--- src/rtl/srt4_div_driver.sv ---
// srt4_div_driver: valid/ready request/response sequencer for the SRT radix-4 divider core
module srt4_div_driver #(
  parameter int WIDTH   = 8,
  parameter int TIMEOUT = 63
) (
  input  logic             clk,
  input  logic             rst_b,
  input  logic             req_valid,
  output logic             req_ready,
  input  logic [WIDTH-1:0] req_dividend,
  input  logic [WIDTH-1:0] req_divisor,
  output logic             rsp_valid,
  input  logic             rsp_ready,
  output logic [WIDTH-1:0] rsp_quotient,
  output logic [WIDTH-1:0] rsp_remainder,
  output logic [1:0]       rsp_status,
  output logic             beginSignal,
  input  logic             endSignal,
  output logic [WIDTH-1:0] core_dividend,
  output logic [WIDTH-1:0] core_divisor,
  input  logic [WIDTH-1:0] core_quotient,
  input  logic [WIDTH-1:0] core_remainder
);
  localparam int WW = $clog2(TIMEOUT + 1);
  localparam logic [1:0] ST_OK = 2'b00, ST_DIV0 = 2'b01, ST_TMO = 2'b10;
  typedef enum logic [1:0] {IDLE, START, BUSY, RESP} state_t;
  state_t state;
  logic [WW-1:0] wd;
  assign req_ready = state == IDLE;
  always_ff @(posedge clk or negedge rst_b)
    if (!rst_b) begin
      state         <= IDLE;
      wd            <= '0;
      beginSignal   <= 1'b0;
      rsp_valid     <= 1'b0;
      rsp_quotient  <= '0;
      rsp_remainder <= '0;
      rsp_status    <= ST_OK;
      core_dividend <= '0;
      core_divisor  <= '0;
    end else
      case (state)
        IDLE:
          if (req_valid) begin
            core_dividend <= req_dividend;
            core_divisor  <= req_divisor;
            if (req_divisor == '0) begin
              rsp_quotient  <= '0;
              rsp_remainder <= '0;
              rsp_status    <= ST_DIV0;
              rsp_valid     <= 1'b1;
              state         <= RESP;
            end else begin
              beginSignal <= 1'b1;
              state       <= START;
            end
          end
        START: begin
          beginSignal <= 1'b0;
          wd          <= '0;
          state       <= BUSY;
        end
        BUSY:
          // completion takes priority over a watchdog expiring the same cycle
          if (endSignal) begin
            rsp_quotient  <= core_quotient;
            rsp_remainder <= core_remainder;
            rsp_status    <= ST_OK;
            rsp_valid     <= 1'b1;
            state         <= RESP;
          end else if (wd == WW'(TIMEOUT - 1)) begin
            rsp_quotient  <= '0;
            rsp_remainder <= '0;
            rsp_status    <= ST_TMO;
            rsp_valid     <= 1'b1;
            state         <= RESP;
          end else
            wd <= wd + WW'(1);
        RESP:
          if (rsp_ready) begin
            rsp_valid <= 1'b0;
            state     <= IDLE;
          end
        default: state <= IDLE;
      endcase
endmodule

--- config.mk ---
export PLATFORM = sky130hd
export DESIGN_NAME = srt4_div_driver
export DESIGN_NICKNAME = d
export VERILOG_FILES = /design/src/rtl/srt4_div_driver.sv
export SDC_FILE = /design/constraint.sdc
export NUM_CORES = 1
export LEC_CHECK = 0
export CORE_ASPECT_RATIO = 0.7
export CORE_MARGIN = 2
export CORE_UTILIZATION = 40
export DETAILED_ROUTE_END_ITERATION = 10
export PLACE_DENSITY = 0.84
export SLEW_MARGIN = 5
export SYNTH_ARGS = -nofsm -noshare
export SYNTH_HDL_FRONTEND = slang
export SYNTH_SLANG_ARGS = --single-unit
--- constraint.sdc ---
create_clock -name clk -period 2.31 [get_ports clk]
set_input_delay 0.5775 -clock clk [delete_from_list [all_inputs] [get_ports clk]]
set_output_delay 0.5775 -clock clk [all_outputs]
set_load 0.05 [all_outputs]
==> results of run 1 <==
## flip-flops by register name, indices dropped and copies added, names as in the netlist
signal and cells:
core_dividend 8, core_divisor 8, rsp_quotient 8, rsp_remainder 8
wd 6, rsp_status 2, state 2, beginSignal 1
rsp_valid 1
## synthesized netlist by cell type (3+ instances only)
| cell | count | share of area [%] |
|---|---|---|
| o31ai_1 | 3 | 1.2 |
| o21ai_0 | 4 | 1.0 |
| nand2_1 | 3 | 0.59 |
| o211ai_1 | 3 | 1.2 |
| dfrtp_1 | 44 | 58 |
| mux2i_1 | 3 | 1.6 |
| mux2_2 | 16 | 9.4 |
| a22o_1 | 16 | 7.3 |
| nand2b_1 | 5 | 1.6 |
| ha_1 | 7 | 4.6 |
| nor2_1 | 3 | 0.59 |
| nand3_1 | 7 | 1.8 |
| inv_1 | 6 | 1.2 |
## cell usage in the layout, fill, tap and decap left out, drive strengths merged, types with 2 or more instances in the layout
master,n
nor2,3
or4,3
o2bb2ai,2
nand2b,5
o21ai,4
clkbuf,5
nand2,3
buf,10
o211ai,3
clkdlybuf4s50,71
dfrtp,44
o31ai,4
nand3,8
mux2,16
ha,7
a22o,16
inv,6
mux2i,3
## worst max-delay path by stage
stage                              start          endpoint  slack, ns  depth (start not counted)
after CTS                 req_divisor[5]  rsp_remainder[3]       0.11                          5
after detailed placement  req_divisor[5]  rsp_remainder[3]      -0.21                          5
final                     req_divisor[5]  rsp_remainder[3]       0.11                          5
after global placement    req_divisor[5]   rsp_quotient[4]      -0.16                          5
after floorplan                 state[0]   rsp_quotient[5]       0.16                          7
after global routing      req_divisor[5]  rsp_remainder[3]       0.06                          5
## power groups by stage
stage / clock, mW / combinational, mW / sequential, mW
floorplan: 0 / 0.756 / 2.43
global placement: 0 / 2.74 / 1.34
detailed placement: 0 / 2.80 / 1.35
CTS: 0.472 / 2.81 / 1.34
global route: 0.511 / 2.93 / 1.38
finish: 0.465 / 2.79 / 1.34
## metrics by stage
| step | instance area, sq um | hold WS [ns] | setup slack [ns] | utilization (%) | TNS, ns |
|---|---|---|---|---|---|
| after global routing | 2830 | 0.342 | 0.0572 | 60.5 | 0 |
| after floorplan | 1910 | 0.282 | 0.165 | - | 0 |
| after CTS | 2830 | 0.319 | 0.109 | 60.5 | 0 |
| final | 2830 | 0.301 | 0.114 | 60.5 | 0 |
| after detailed placement | 2750 | 0.485 | -0.213 | 58.8 | -3.50 |
| after global placement | 2750 | 0.478 | -0.156 | 58.8 | -2.68 |
## routing by layer
metal,wire length (microns),share of wire (%)
met5,0,0
met4,49,1.1
met3,331,7.3
met2,2190,48
met1,1960,43
## cell type report
cell class | count | area share, %
Sequential cell | 44 | 38.9
Clock inverter | 2 | 0.442
Inverter | 6 | 0.796
Timing Repair Buffer | 81 | 28.1
Multi-Input combinational cell | 87 | 26.8
Tap cell | 57 | 2.52
Clock buffer | 5 | 2.43
## logic make-up after synthesis
logic type / Yosys count
AOI/OAI and AO/OA: 36
adders and majority gates: 7
buffers and inverters: 10
DFF: 44
muxes: 19
and+or+nand+nor: 25
==> flow_summary_export.csv, run 1 <==
group,metric,value,unit
critical_path,worst_ep_arrival_time,2.39,ns
detailed_routing,vias,1458,
detailed_routing,via_per_inst,5.17,
yosys,synth_top_family_by_area,"compound AO/OA/AOI/OAI gates",
yosys,yosysWarnings,0,
global_route,grt_pass1_vias,1423,
global_route,grt_pass1_wl,7.20,mm
sta,max_freq,455,MHz
finish,layout.cells.non_filler,282,
placed_design,dp_cells,275,
sta,hold_violations,0,
finish,synthToLayoutAreaGrowth,48.0,%
outcome,status,"completed",
critical_path,endpoint_kind,"register",
die,dieArea,0.00536,sq mm
yosys,synthesis.nets,185,
finish,antennaDiodeCount,0,
critical_path,cp-start-kind,"input port",
critical_path,cp_top_family,"simple AND/OR/NAND/NOR gates",
critical_path,cp_slowest_stage_delay,0.58,ns
die,die_w,86.6,microns
yosys,syn-instance-count,141,
detailed_routing,ant_nets,0,
finish,nNetsFinal,269,
yosys,yosys.area_share.adder,4.58,%
detailed_routing,drc,0,
detailed_routing,wl_per_cell,16.1,microns
global_route,grt_util_met1,23.0,%
yosys,synth_edf_count,0,
power_and_ir_drop,powerDensity,1620,mW/mm^2
yosys,synth_compound_area_share,15.8,%
global_route,antenna_found_initial,0,
sta,finClkSkew,0.00412,ns
power_and_ir_drop,p_sw,2.21,mW
cts,cts_hold_buf,0,
die,num_rows,21,
power_and_ir_drop,switching_share,48.2,%
global_route,grt_use_met2,29.0,%
global_route,top_usage_layer,"met2",
critical_path,critPathKind,"in -> reg",
yosys,syn_area_per_cell,13.6,sq um
cts,clk_latency,0.30,ns
cts,clock_sinks,44,
yosys,async_reset_ff_share,100,%
placed_design,port_buffers,73,
cts,cts_tree,"yes",
critical_path,path_buf_inv,1,
detailed_routing,drt_iter0_drc,48,
critical_path,r2r_cells,6,
yosys,seq_area_frac_synth,57.6,%
critical_path,r2r-start,"state[0]",
power_and_ir_drop,clkPwrFrac,10.1,%
cts,htree_levels,2,
critical_path,crit_chain,"clkdlybuf4s50_1 -> or4_4 -> o31ai_4 -> nand3_4 -> a22o_1",
yosys,synthSimpleGateAreaFrac,8.25,%
yosys,ys.flop_type,"dfrtp_1",
job,maxCapViolCount,0,
finish,multi_input_area,758,sq um
power_and_ir_drop,total_leakage_power,1.21,nW
cts,cts_resized,0,
sta,rsz0062_at_grt,"no",
power_and_ir_drop,vdd_ir_drop_max,0.891,mV
sta,setup_viol,0,
placed_design,dp_hpwl,3.27,mm
power_and_ir_drop,report.power.total,4.59,mW
cts,numCtsBuffers,5,
worst_hold_path,hp-class,"in -> async",
sta,tightest_slew,0.656,ns
placed_design,gp_congestion,0.798,
sta,layout_min_cycle_time,2.20,ns
yosys,synthXorXnorAreaFrac,0,%
cts,clk_pin_slew,0.08,ns
critical_path,cp_data_required_time,2.50,ns
finish,fillers,390,
detailed_routing,drt_pass1_iterations,4,
cts,cts_root_buffer,"clkbuf_8",
yosys,synth_seq_cells,44,
yosys,syn-cell-area,0.00191,sq mm
power_and_ir_drop,power.internal,2.38,mW
global_route,grt_start_max_net_pins,30,
critical_path,critPathMaxFanout,17,
cts,post-cts-setup-buffer-count,0,
critical_path,r2r_end,"rsp_remainder[3]",
sta,slew_headroom,56.3,%
yosys,synth_cell_types,30,
global_route,use_met3,6.61,%
die,start_util,40.9,%
die,die_y,61.8,microns
yosys,synth_mux_area_share,11.0,%
finish,drive_gt1_share,16.9,%
detailed_routing,wirelength,4.53,mm
power_and_ir_drop,p_seq_share,29.2,%
sta,slew_violations,0,
sta,finalCritPeriodShare,95.1,%
die,coreArea,0.00468,sq mm
cts,clockBufferDepth,2,
finish,regArea,0.00110,sq mm
die,ios,74,
global_route,grt_usage,18.0,%
power_and_ir_drop,comb_power_share,60.7,%
critical_path,cpMaxStageDelayCell,"or4_4",
global_route,overflow,0,
critical_path,r2r_slack,0.36,ns
No activity file was read; power rests on OpenSTA's default activity.
==> inputs of run 2 (changes only) <==
--- a/config.mk
+++ b/config.mk
@@ -5,9 +5,10 @@
 export SDC_FILE = /design/constraint.sdc
 export NUM_CORES = 1
 export LEC_CHECK = 0
-export CORE_ASPECT_RATIO = 0.7
+export CORE_ASPECT_RATIO = 0.75
 export CORE_MARGIN = 2
 export CORE_UTILIZATION = 40
+export CTS_CLUSTER_SIZE = 16
 export DETAILED_ROUTE_END_ITERATION = 10
 export PLACE_DENSITY = 0.84
 export SLEW_MARGIN = 5
==> constraint.sdc (replaced) <==
create_clock -name clk -period 2.3 [get_ports clk]
set_input_delay 0.575 -clock clk [delete_from_list [all_inputs] [get_ports clk]]
set_output_delay 0.575 -clock clk [all_outputs]
set_load 0.05 [all_outputs]
==> run 2 against run 1 <==
Largest power group unchanged; clock skew up 0.00091 ns; non-clock buffer count up 2; routed wire length shrank 4.9%; largest cell class unchanged.
==> flow_summary_export.csv, run 2 (synthesis results as in run 1) <==
group,metric,value,unit
die,num_rows,21,
critical_path,critPathKind,"in -> reg",
power_and_ir_drop,powerDensity,1660,mW/mm^2
critical_path,cp_data_required_time,2.50,ns
detailed_routing,drc,0,
sta,setup_viol,0,
cts,cts_hold_buf,0,
sta,finalCritPeriodShare,95.9,%
detailed_routing,drt_pass1_iterations,4,
power_and_ir_drop,total_leakage_power,1.25,nW
finish,drive_gt1_share,17.6,%
detailed_routing,vias,1472,
placed_design,dp_hpwl,3.27,mm
sta,rsz0062_at_grt,"no",
global_route,grt_pass1_wl,7.31,mm
finish,final_common_cell,"clkdlybuf4s50_1",
detailed_routing,via_per_inst,5.18,
die,ios,74,
critical_path,worst_ep_arrival_time,2.40,ns
die,coreArea,0.00452,sq mm
finish,antennaDiodeCount,0,
global_route,antenna_found_initial,0,
sta,finClkSkew,0.00503,ns
cts,clk_latency,0.29,ns
die,die_y,63.9,microns
finish,synthToLayoutAreaGrowth,52.0,%
global_route,grt_start_max_net_pins,19,
detailed_routing,drt_iter0_drc,50,
cts,cts_resized,0,
cts,cts_root_buffer,"clkbuf_8",
sta,whs,0.151,ns
cts,post-cts-setup-buffer-count,0,
finish,finalCoreUtilization,64.3,%
detailed_routing,ant_nets,0,
global_route,overflow,0,
cts,clock_sinks,44,
critical_path,r2r_cells,6,
sta,hold_violations,0,
detailed_routing,wl_per_cell,15.2,microns
critical_path,endpoint_kind,"register",
critical_path,cp-start-kind,"input port",
cts,htree_levels,2,
cts,numCtsBuffers,5,
sta,layout_min_cycle_time,2.21,ns
finish,nNetsFinal,271,
cts,clk_pin_slew,0.08,ns
outcome,status,"completed",
die,dieArea,0.00535,sq mm
placed_design,gp_congestion,0.764,
die,start_util,42.3,%
sta,slew_violations,0,
detailed_routing,wirelength,4.31,mm
worst_hold_path,hp-class,"in -> async",
die,die_w,83.8,microns
finish,mostFrequentLayoutCells,"clkdlybuf4s50_1 (71), dfrtp_1 (44), mux2_2 (16), a22o_1 (16), buf_4 (9)",
power_and_ir_drop,vdd_ir_drop_max,1.02,mV
sta,slew_headroom,63.4,%
sta,max_freq,453,MHz
critical_path,critPathMaxFanout,3,
global_route,grt_usage,17.5,%
global_route,grt_pass1_vias,1563,
cts,clockBufferDepth,2,
cts,cts_tree,"yes",
placed_design,port_buffers,73,
sta,tightest_slew,0.547,ns
job,maxCapViolCount,0,
[run 2: changes by cell type in the layout (fill, tap and decap cells not counted), sizes merged]
cell,previous run,this run
buf,10,12
clkinv,1,0
bufinv,0,2
clkinvlp,1,0
[run 2: final timing paths]
path / start / endpoint / slack (ns)
worst max-delay path: req_divisor[1] / rsp_valid / 0.09
worst min-delay path: rst_b / core_dividend[7] / 0.15
worst max register to register: state[0] / rsp_remainder[1] / 0.38
worst min register to register: rsp_status[1] / rsp_status[1] / 0.50
max in group asynchronous: rst_b / state[0] / 1.62
min in group clk: rsp_status[1] / rsp_status[1] / 0.50
[run 2: cell type report]
| type | instances | area [sq um] |
|---|---|---|
| Timing Repair Buffer | 83 | 823 |
| Tap cell | 57 | 71.3 |
| Clock inverter | 2 | 60.1 |
| Fill cell | 359 | 1610 |
| Clock buffer | 5 | 68.8 |
| Sequential cell | 44 | 1100 |
| Inverter | 6 | 22.5 |
| Multi-Input combinational cell | 87 | 758 |
[run 2: through the flow]
stage	area, sq um	setup TNS, ns	instances	setup WS (ns)	total power [mW]
floorplan	1910	0	141	0.155	3.20
global placement	2780	-2.79	277	-0.162	4.10
detailed placement	2780	-3.29	277	-0.201	4.17
CTS	2910	0	284	0.104	4.87
global route	2910	0	284	0.0549	5.06
finish	2910	0	284	0.0942	4.83
[run 2: routing by layer]
layer	routed length [microns]	global-route usage, %	up-vias	share of wire (%)
li1	-	-	702	-
met1	1960	22.6	725	45
met2	2080	29.0	38	48
met3	195	4.39	7	4.5
met4	75	6.25	0	1.7
met5	0	0	-	0
[run 2: where the power goes]
group | internal (mW) | switching, mW
clock | 0.427 | 0.253
sequential | 1.13 | 0.215
combinational | 1.06 | 1.75
total | 2.61 | 2.21
[run 2: worst max-delay path, cell delays in order]
cell and delay, ns:
clkdlybuf4s50_1 0.42, or4_4 0.58, o21ai_0 0.29, nand3_1 0.24, o32ai_1 0.28
